[config.mk]
export PLATFORM = sky130hd
export DESIGN_NAME = mcoi_xu5_system_flat
export DESIGN_NICKNAME = d
export VERILOG_FILES = /design/src/rtl/mcoi_xu5_system_pkg.sv /design/src/rtl/mcoi_xu5_system_if.sv /design/src/rtl/mcoi_xu5_system_serial_register.sv /design/src/rtl/mcoi_xu5_system.sv /design/src/flat_wrapper.sv
export SDC_FILE = /design/constraint.sdc
export NUM_CORES = 1
export LEC_CHECK = 0
export BUFFER_PORTS_ARGS = -buffer_cell sky130_fd_sc_hd__buf_2
export CAP_MARGIN = 30
export CORE_MARGIN = 5
export CORE_UTILIZATION = 45
export CTS_BUF_LIST = sky130_fd_sc_hd__clkbuf_8
export CTS_CLUSTER_DIAMETER = 40
export DETAILED_ROUTE_END_ITERATION = 12
export HOLD_SLACK_MARGIN = 0.1
export MAX_ROUTING_LAYER = met4
export PLACE_DENSITY = 0.65
export SYNTH_ARGS = -nofsm -noshare
export SYNTH_HDL_FRONTEND = slang
export SYNTH_SLANG_ARGS = --single-unit
[constraint.sdc]
create_clock -name Clk_ik -period 2.9 [get_ports Clk_ik]
set_clock_uncertainty 0.15 [all_clocks]
set_input_delay 0.435 -clock Clk_ik [delete_from_list [all_inputs] [get_ports Clk_ik]]
set_output_delay 0.435 -clock Clk_ik [all_outputs]
set_load 0.01 [all_outputs]
[src/rtl/mcoi_xu5_system_pkg.sv]
// MCOI XU5 shared types: motor payload fields, interlock key,
// clock/reset bundle and serial register FSM states.
package MCPkg;

  localparam int NUMBER_OF_MOTORS_PER_FIBER = 16;
  localparam logic [31:0] GEFE_INTERLOCK = 32'h4745_4645;

  typedef struct packed {
    logic       OH_i;
    logic       StepPFail_i;
    logic [1:0] RawSwitches_b2;
  } mcinput_t;

  typedef struct packed {
    logic StepBOOST_o;
    logic StepDIR_o;
    logic StepDeactivate_o;
    logic StepOutP_o;
  } mcoutput_t;

  typedef struct packed {
    logic clk;
    logic reset_n;
  } ckrs_t;

  typedef enum logic {
    RX_HUNT,
    RX_SHIFT
  } rx_state_t;

  typedef enum logic [1:0] {
    TX_START,
    TX_DATA,
    TX_STOP
  } tx_state_t;

endpackage

[src/rtl/mcoi_xu5_system_if.sv]
// GBT frame and motor pin bundle of the MCOI XU5 data path.
interface mcoi_xu5_system_if;
  logic [1:0]  ScRx_ib2;
  logic [1:0]  ScTx_ob2;
  logic [63:0] MotorDataRx_ib64;
  logic [63:0] MotorDataTx_ob64;
  logic [15:0] PlPfail_ib16;
  logic [15:0] PlSwOutA_ib16;
  logic [15:0] PlSwOutB_ib16;
  logic [15:0] PlBoost_ob16;
  logic [15:0] PlDir_ob16;
  logic [15:0] PlEn_ob16;
  logic [15:0] PlClk_ob16;

  modport master (
    output ScRx_ib2, MotorDataRx_ib64,
    output PlPfail_ib16, PlSwOutA_ib16, PlSwOutB_ib16,
    input  ScTx_ob2, MotorDataTx_ob64,
    input  PlBoost_ob16, PlDir_ob16, PlEn_ob16, PlClk_ob16
  );

  modport slave (
    input  ScRx_ib2, MotorDataRx_ib64,
    input  PlPfail_ib16, PlSwOutA_ib16, PlSwOutB_ib16,
    output ScTx_ob2, MotorDataTx_ob64,
    output PlBoost_ob16, PlDir_ob16, PlEn_ob16, PlClk_ob16
  );
endinterface

[src/rtl/mcoi_xu5_system_serial_register.sv]
// SC serial word channel: frame is a '1' start bit, 32 data bits
// MSB first, then a '0' stop bit; TX repeats frames continuously.
module serial_register
  import MCPkg::*;
(
  input  ckrs_t       ClkRs_ix,
  input  ckrs_t       ClkRxGBT_ix,
  input  ckrs_t       ClkTxGBT_ix,
  input  logic        resetflags_i,
  input  logic [31:0] data_ib32,
  output logic [31:0] data_ob32,
  input  logic        Rx_i,
  output logic        Tx_o,
  output logic        RxLocked_o,
  output logic        TxBusy_o
);

  logic sys_clk, sys_rst_n;
  logic rx_clk, rx_rst_n;
  logic tx_clk, tx_rst_n;

  assign sys_clk   = ClkRs_ix.clk;
  assign sys_rst_n = ClkRs_ix.reset_n;
  assign rx_clk    = ClkRxGBT_ix.clk;
  assign rx_rst_n  = ClkRxGBT_ix.reset_n;
  assign tx_clk    = ClkTxGBT_ix.clk;
  assign tx_rst_n  = ClkTxGBT_ix.reset_n;

  rx_state_t   rx_st;
  logic [4:0]  rx_cnt;
  logic [31:0] rx_sr;
  logic [31:0] rx_word;
  logic        rx_lock;

  always_ff @(posedge rx_clk or negedge rx_rst_n) begin
    if (!rx_rst_n) begin
      rx_st   <= RX_HUNT;
      rx_cnt  <= '0;
      rx_sr   <= '0;
      rx_word <= '0;
      rx_lock <= 1'b0;
    end else begin
      if (resetflags_i) rx_lock <= 1'b0;
      unique case (rx_st)
        RX_HUNT: begin
          if (Rx_i) begin
            rx_st  <= RX_SHIFT;
            rx_cnt <= '0;
          end
        end
        RX_SHIFT: begin
          rx_sr  <= {rx_sr[30:0], Rx_i};
          rx_cnt <= rx_cnt + 5'd1;
          if (rx_cnt == 5'd31) begin
            rx_word <= {rx_sr[30:0], Rx_i};
            rx_lock <= 1'b1;
            rx_st   <= RX_HUNT;
          end
        end
      endcase
    end
  end

  // Decoded word handed over to the system domain.
  always_ff @(posedge sys_clk or negedge sys_rst_n) begin
    if (!sys_rst_n) begin
      data_ob32  <= '0;
      RxLocked_o <= 1'b0;
    end else begin
      data_ob32  <= rx_word;
      RxLocked_o <= rx_lock;
    end
  end

  tx_state_t   tx_st;
  logic [4:0]  tx_cnt;
  logic [31:0] tx_sr;

  always_ff @(posedge tx_clk or negedge tx_rst_n) begin
    if (!tx_rst_n) begin
      tx_st    <= TX_START;
      tx_cnt   <= '0;
      tx_sr    <= '0;
      Tx_o     <= 1'b0;
      TxBusy_o <= 1'b0;
    end else begin
      unique case (tx_st)
        TX_START: begin
          Tx_o     <= 1'b1;
          TxBusy_o <= 1'b1;
          tx_sr    <= data_ib32;
          tx_cnt   <= '0;
          tx_st    <= TX_DATA;
        end
        TX_DATA: begin
          Tx_o   <= tx_sr[31];
          tx_sr  <= {tx_sr[30:0], 1'b0};
          tx_cnt <= tx_cnt + 5'd1;
          if (tx_cnt == 5'd31) tx_st <= TX_STOP;
        end
        TX_STOP: begin
          Tx_o     <= 1'b0;
          TxBusy_o <= 1'b0;
          tx_st    <= TX_START;
        end
        default: tx_st <= TX_START;
      endcase
    end
  end

endmodule

[src/rtl/mcoi_xu5_system.sv]
// MCOI XU5 core data path: SC interlock/page channels, motor
// command pin drive and status/loopback GBT payload.
module mcoi_xu5_system
  import MCPkg::*;
#(
  parameter logic [30:0] g_BuildNumber = 31'd1,
  parameter int          g_NumMotors   = NUMBER_OF_MOTORS_PER_FIBER
) (
  input logic               Clk_ik,
  input logic               Rst_irn,
  mcoi_xu5_system_if.slave  bus
);

  ckrs_t clk_rs;
  assign clk_rs.clk     = Clk_ik;
  assign clk_rs.reset_n = Rst_irn;

  logic [31:0] rx_word0, rx_word1, tx_word0;
  logic        locked0, locked1;
  logic        link_closed, gbt_loop_en;
  logic [30:0] page;

  serial_register u_sc0 (
    .ClkRs_ix     (clk_rs),
    .ClkRxGBT_ix  (clk_rs),
    .ClkTxGBT_ix  (clk_rs),
    .resetflags_i (1'b0),
    .data_ib32    (tx_word0),
    .data_ob32    (rx_word0),
    .Rx_i         (bus.ScRx_ib2[0]),
    .Tx_o         (bus.ScTx_ob2[0]),
    .RxLocked_o   (locked0),
    .TxBusy_o     ()
  );

  serial_register u_sc1 (
    .ClkRs_ix     (clk_rs),
    .ClkRxGBT_ix  (clk_rs),
    .ClkTxGBT_ix  (clk_rs),
    .resetflags_i (1'b0),
    .data_ib32    (rx_word1),
    .data_ob32    (rx_word1),
    .Rx_i         (bus.ScRx_ib2[1]),
    .Tx_o         (bus.ScTx_ob2[1]),
    .RxLocked_o   (locked1),
    .TxBusy_o     ()
  );

  assign link_closed = locked1 && (rx_word1 == GEFE_INTERLOCK);
  assign gbt_loop_en = locked0 && rx_word0[31];
  assign page        = rx_word0[30:0];

  always_comb begin
    tx_word0 = {gbt_loop_en, 31'd0};
    unique case (1'b1)
      (page == 31'd0): tx_word0 = {gbt_loop_en, g_BuildNumber};
      (page == 31'd1): tx_word0 = rx_word1;
      default:         tx_word0 = {gbt_loop_en, 31'd0};
    endcase
  end

  logic [15:0] boost_d, dir_d, en_d, clk_d;
  mcoutput_t   cmd;

  always_comb begin
    boost_d = '0;
    dir_d   = '0;
    en_d    = '0;
    clk_d   = '0;
    cmd     = '0;
    for (int m = 0; m < g_NumMotors; m++) begin
      cmd        = bus.MotorDataRx_ib64[4*m +: 4];
      boost_d[m] = cmd.StepBOOST_o;
      dir_d[m]   = cmd.StepDIR_o;
      en_d[m]    = cmd.StepDeactivate_o;
      clk_d[m]   = cmd.StepOutP_o;
    end
  end

  always_ff @(posedge Clk_ik or negedge Rst_irn) begin
    if (!Rst_irn) begin
      bus.PlBoost_ob16 <= '0;
      bus.PlDir_ob16   <= '0;
      bus.PlEn_ob16    <= '0;
      bus.PlClk_ob16   <= '0;
    end else if (link_closed) begin
      bus.PlBoost_ob16 <= boost_d;
      bus.PlDir_ob16   <= dir_d;
      bus.PlEn_ob16    <= en_d;
      bus.PlClk_ob16   <= clk_d;
    end else begin
      bus.PlBoost_ob16 <= '0;
      bus.PlDir_ob16   <= '0;
      bus.PlEn_ob16    <= '0;
      bus.PlClk_ob16   <= '0;
    end
  end

  // Pin status inputs are asynchronous to the frame clock.
  logic [47:0] st_s1, st_s2;

  always_ff @(posedge Clk_ik or negedge Rst_irn) begin
    if (!Rst_irn) begin
      st_s1 <= '0;
      st_s2 <= '0;
    end else begin
      st_s1 <= {bus.PlSwOutB_ib16, bus.PlSwOutA_ib16,
                bus.PlPfail_ib16};
      st_s2 <= st_s1;
    end
  end

  logic [63:0] st_word;
  mcinput_t    sw;

  always_comb begin
    st_word = '0;
    sw      = '0;
    for (int m = 0; m < g_NumMotors; m++) begin
      sw.OH_i           = 1'b0;
      sw.StepPFail_i    = st_s2[m];
      sw.RawSwitches_b2 = {st_s2[32+m], st_s2[16+m]};
      st_word[4*m +: 4] = sw;
    end
  end

  always_ff @(posedge Clk_ik or negedge Rst_irn) begin
    if (!Rst_irn) begin
      bus.MotorDataTx_ob64 <= '0;
    end else if (gbt_loop_en) begin
      bus.MotorDataTx_ob64 <= bus.MotorDataRx_ib64;
    end else begin
      bus.MotorDataTx_ob64 <= st_word;
    end
  end

endmodule

[src/flat_wrapper.sv]
// flat-port wrapper written by rule: the top's interface ports become plain ports
module mcoi_xu5_system_flat import MCPkg::*;
#(
  parameter logic [30:0] g_BuildNumber = 31'd1,
  parameter int          g_NumMotors   = NUMBER_OF_MOTORS_PER_FIBER
)
  (Clk_ik, Rst_irn, bus_ScRx_ib2, bus_MotorDataRx_ib64, bus_PlPfail_ib16, bus_PlSwOutA_ib16, bus_PlSwOutB_ib16, bus_ScTx_ob2, bus_MotorDataTx_ob64, bus_PlBoost_ob16, bus_PlDir_ob16, bus_PlEn_ob16, bus_PlClk_ob16);
  mcoi_xu5_system_if bus_i ();
  input logic Clk_ik;
  input logic Rst_irn;
  input wire logic [$bits(bus_i.ScRx_ib2)-1:0] bus_ScRx_ib2;
  input wire logic [$bits(bus_i.MotorDataRx_ib64)-1:0] bus_MotorDataRx_ib64;
  input wire logic [$bits(bus_i.PlPfail_ib16)-1:0] bus_PlPfail_ib16;
  input wire logic [$bits(bus_i.PlSwOutA_ib16)-1:0] bus_PlSwOutA_ib16;
  input wire logic [$bits(bus_i.PlSwOutB_ib16)-1:0] bus_PlSwOutB_ib16;
  output wire logic [$bits(bus_i.ScTx_ob2)-1:0] bus_ScTx_ob2;
  output wire logic [$bits(bus_i.MotorDataTx_ob64)-1:0] bus_MotorDataTx_ob64;
  output wire logic [$bits(bus_i.PlBoost_ob16)-1:0] bus_PlBoost_ob16;
  output wire logic [$bits(bus_i.PlDir_ob16)-1:0] bus_PlDir_ob16;
  output wire logic [$bits(bus_i.PlEn_ob16)-1:0] bus_PlEn_ob16;
  output wire logic [$bits(bus_i.PlClk_ob16)-1:0] bus_PlClk_ob16;
  assign bus_i.ScRx_ib2 = bus_ScRx_ib2;
  assign bus_i.MotorDataRx_ib64 = bus_MotorDataRx_ib64;
  assign bus_i.PlPfail_ib16 = bus_PlPfail_ib16;
  assign bus_i.PlSwOutA_ib16 = bus_PlSwOutA_ib16;
  assign bus_i.PlSwOutB_ib16 = bus_PlSwOutB_ib16;
  assign bus_ScTx_ob2 = bus_i.ScTx_ob2;
  assign bus_MotorDataTx_ob64 = bus_i.MotorDataTx_ob64;
  assign bus_PlBoost_ob16 = bus_i.PlBoost_ob16;
  assign bus_PlDir_ob16 = bus_i.PlDir_ob16;
  assign bus_PlEn_ob16 = bus_i.PlEn_ob16;
  assign bus_PlClk_ob16 = bus_i.PlClk_ob16;
  mcoi_xu5_system #(.g_BuildNumber(g_BuildNumber), .g_NumMotors(g_NumMotors)) u_core (.Clk_ik(Clk_ik), .Rst_irn(Rst_irn), .bus(bus_i));
endmodule
==> qor.txt <==
======================================================================================
Number of cell rows                                                                 72
Most used flip-flop cell after synthesis                                  sky130_fd_sc_hd__dfrtp_1
Pin count of the biggest net entering global routing                                82
Placeable core area                                                         38500 um^2
Worst Setup Start Kind                                                            flop
Total number of vias                                                             10.2k
Drt first-iter violations                                                          490
Met2 track demand over resource                                                  27.1%
Critical path type                                                          reg -> reg
PortBufs                                                                           245
Flip-flop and latch area                                                    12800 um^2
Power Dens Cells                                                           813 nW/um^2
Hold WC Path Type                                                           reg -> reg
Cell-by-cell trace of the critical path                                   nor4b_2 > nand4_1 > nor4_4 > buf_4 > and2_2
Required time at the worst-slack endpoint                                      3.30 ns
Via count of the first global-routing pass                                       10.7k
Min Tclk post-route                                                            2.24 ns
Average via count per standard cell                                               4.79
Sw Pwr                                                                         4.58 mW
Actual slew at the worst max-slew pin                                         0.774 ns
Logic pwr share                                                                  13.4%
Fin Setup TNS                                                                     0 ns
Height of the die                                                               207 um
Result of the run                                                         finished clean
Tot GR Track Use                                                                 17.2%
Global-route wire length before repair                                        56900 um
Number of routed nets with antenna violations                                        0
Mean Syn Cell Area                                                           15.4 um^2
Die Footprint                                                               42700 um^2
Maximum cell stage delay along the critical path                               0.50 ns
Standard cell with the maximum stage delay on the critical path           sky130_fd_sc_hd__buf_4
Sum of internal, switching and leakage power                                   18.0 mW
Crit path DAT                                                                  2.64 ns
Final RePlAce weighted congestion                                                0.774
Fraction of synthesized cell area taken by the top area cell type                73.3%
Clock-pin slew on the worst setup and hold paths                               0.06 ns
Fraction of the core area covered by cells at the end of the flow                57.5%
Setup repair after global routing missed its margin                              false
Flop and latch count out of synthesis                                              510
Yosys synthesis warning count                                                        0
Clk pwr share                                                                    33.2%
# Post-CTS Setup Buffers                                                             0
Post-Place Cell Area                                                        19300 um^2
Dominant cell type by area after synthesis                                sky130_fd_sc_hd__dfrtp_1
Leading cell types by count after synthesis                               sky130_fd_sc_hd__dfrtp_1 (510), sky130_fd_sc_hd__mux2_2 (178), sky130_fd_sc_hd__o21ai_0 (75)
Global routing's busiest layer                                                    met2
Max-slew headroom                                                                48.4%
Int Power                                                                      13.4 mW
Final setup fails                                                                    0
Die Wd                                                                          207 um
Boundary pin count                                                                 246
Share of final-layout standard cells stronger than drive strength 1              38.0%
TritonCTS clock tree                                                              done
# resized after CTS                                                                  0
Main area contributors after synthesis                                    sky130_fd_sc_hd__dfrtp_1 (73%), sky130_fd_sc_hd__mux2_2 (12%), sky130_fd_sc_hd__o21ai_0 (2.2%)
Synth-to-layout area growth                                                      27.2%
Highest net fanout along the worst path                                             64
Sequential cell area fraction in the yosys report                                73.3%
Max-capacitance violation count                                                      0
Filler cell count                                                                 2972
Library cell with the highest instance count after synthesis              sky130_fd_sc_hd__dfrtp_1
Synth async-reset ratio                                                           100%
DPL Wire Length                                                               23000 um
Met1 capacity usage during global routing                                        21.8%
Remaining design rule violation count                                                0
Final Hold Fails                                                                     0
Post-synth EDFFs                                                                     0
Highest clock frequency the design can meet                                    446 MHz
Wire length reported by the detailed router                                   35700 um
Multi-input gate area                                                        4300 um^2
Fin. max-slew vios                                                                   0
Sink count of the clock tree                                                       510
Nets                                                                              1665
Global-route met3 utilization                                                    4.28%
Post-synthesis cell area                                                    17400 um^2
H-tree levels                                                                        3
Initial antenna violation count                                                      1
CTS Hold Bufs                                                                      115
LEAKAGE                                                                        11.1 nW
Clock buffers created by TritonCTS                                                  80
Share of total power consumed by net switching                                   25.4%
Average wire length per cell after detail routing                              16.9 um
Detailed-router iteration count before antenna repair                                4
Max Root-Sink Buffers                                                                3
Clk root buf                                                              sky130_fd_sc_hd__clkbuf_8
Clock latency on the worst-skew pair                                           0.61 ns
Reg power frac                                                                   53.4%
Peak VDD IR                                                                     366 uV
Post-Layout Inst Area                                                       22100 um^2
Synthesized netlist net count                                                     1253
Initial cell density of the core                                                 45.2%
Post-route fraction of the period consumed by the critical path                  77.3%
Number of distinct standard cells referenced by the synthesized netlist             34
Cell count after synthesis                                                        1129
Crit. End Element                                                                 flop
Overall overflow remaining after global route                                        0
======================================================================================
cell type report:
type	count	area share (%)
tap	518	2.93
sequential	510	57.7
clock buffer	101	6.28
inverter	32	0.543
clock inverter	39	1.10
antenna	1	0.0113
timing repair buffer	386	12.1
multi-input combinational	531	19.4
power groups by stage:
stage / registers [mW] / logic, mW / clock network [mW]
after detailed placement: 9.75 / 2.32 / 0
after global routing: 9.81 / 2.71 / 6.50
after CTS: 9.63 / 2.46 / 6.17
after global placement: 9.70 / 2.24 / 0
final: 9.61 / 2.41 / 5.97
after floorplan: 9.45 / 1.60 / 0
through the flow:
stage	hold WS, ns	setup slack [ns]	std cells
after floorplan	-0.0106	0.808	1129
final	0.189	0.660	2118
after CTS	0.188	0.646	2117
after detailed placement	0.185	0.653	1862
after global placement	0.182	0.707	1862
after global routing	0.185	0.529	2118
per-layer routing:
metal,part of all wire [%],up-vias
met5,0,-
met4,2.3,0
met3,7.3,66
met2,49,275
met1,42,5134
li1,-,4679
placed cells by master, fill, tap and decap left out, types with 32 or more instances in the layout:
cell type and instances:
sky130_fd_sc_hd__dfrtp_1 508, sky130_fd_sc_hd__buf_2 244, sky130_fd_sc_hd__mux2_2 178, sky130_fd_sc_hd__dlygate4sd3_1 115, sky130_fd_sc_hd__clkbuf_8 101, sky130_fd_sc_hd__o21ai_0 75, sky130_fd_sc_hd__inv_1 56, sky130_fd_sc_hd__nand2_1 49
sky130_fd_sc_hd__and2_1 33, sky130_fd_sc_hd__and2_2 32, sky130_fd_sc_hd__mux2i_1 32
critical path, delay by kind of cell, from the launching register on:
family,cells,cell delay [ns]
DFF,1,0.40
and+or+nand+nor,4,1.08
buffers and inverters,1,0.50
logic make-up after synthesis:
kind of cell             share of synthesized area [%]
adder cells (fa/ha/maj)                          0.575
buffers and inverters                             2.00
AO/OA/AOI/OAI                                     4.24
AND/OR/NAND/NOR                                   6.38
flip-flops                                        73.3
multiplexers                                      13.4
XOR/XNOR                                         0.101
path summary, 6_finish.rpt:
kind | from | to | slack (ns) | cells after the start
hold / removal | u_core.u_sc0.rx_word[1] | u_core.u_sc0.data_ob32[1] | 0.19 | 0
hold reg to reg | u_core.u_sc0.rx_word[1] | u_core.u_sc0.data_ob32[1] | 0.19 | 0
min in group asynchronous | Rst_irn | u_core.bus.MotorDataTx_ob64[10] | 0.26 | 2
setup reg to reg | u_core.u_sc1.data_ob32[4] | u_core.bus.PlBoost_ob16[7] | 0.66 | 5
setup / recovery | u_core.u_sc1.data_ob32[4] | u_core.bus.PlBoost_ob16[7] | 0.66 | 5
max in group asynchronous | Rst_irn | u_core.u_sc0.rx_sr[22] | 1.40 | 3
flip-flops by register name (all words and copies together), names as in the netlist, 31 cells and up:
signal / flops
u_core.u_sc0.tx_sr: 32
u_core.u_sc0.rx_sr: 31
u_core.st_s1: 48
u_core.u_sc1.data_ob32: 32
u_core.u_sc0.rx_word: 32
u_core.u_sc1.rx_word: 32
u_core.bus.MotorDataTx_ob64: 64
u_core.u_sc0.data_ob32: 32
u_core.u_sc1.tx_sr: 32
u_core.st_s2: 48
u_core.u_sc1.rx_sr: 31
Note: power is estimated with default switching activity, not from simulation.
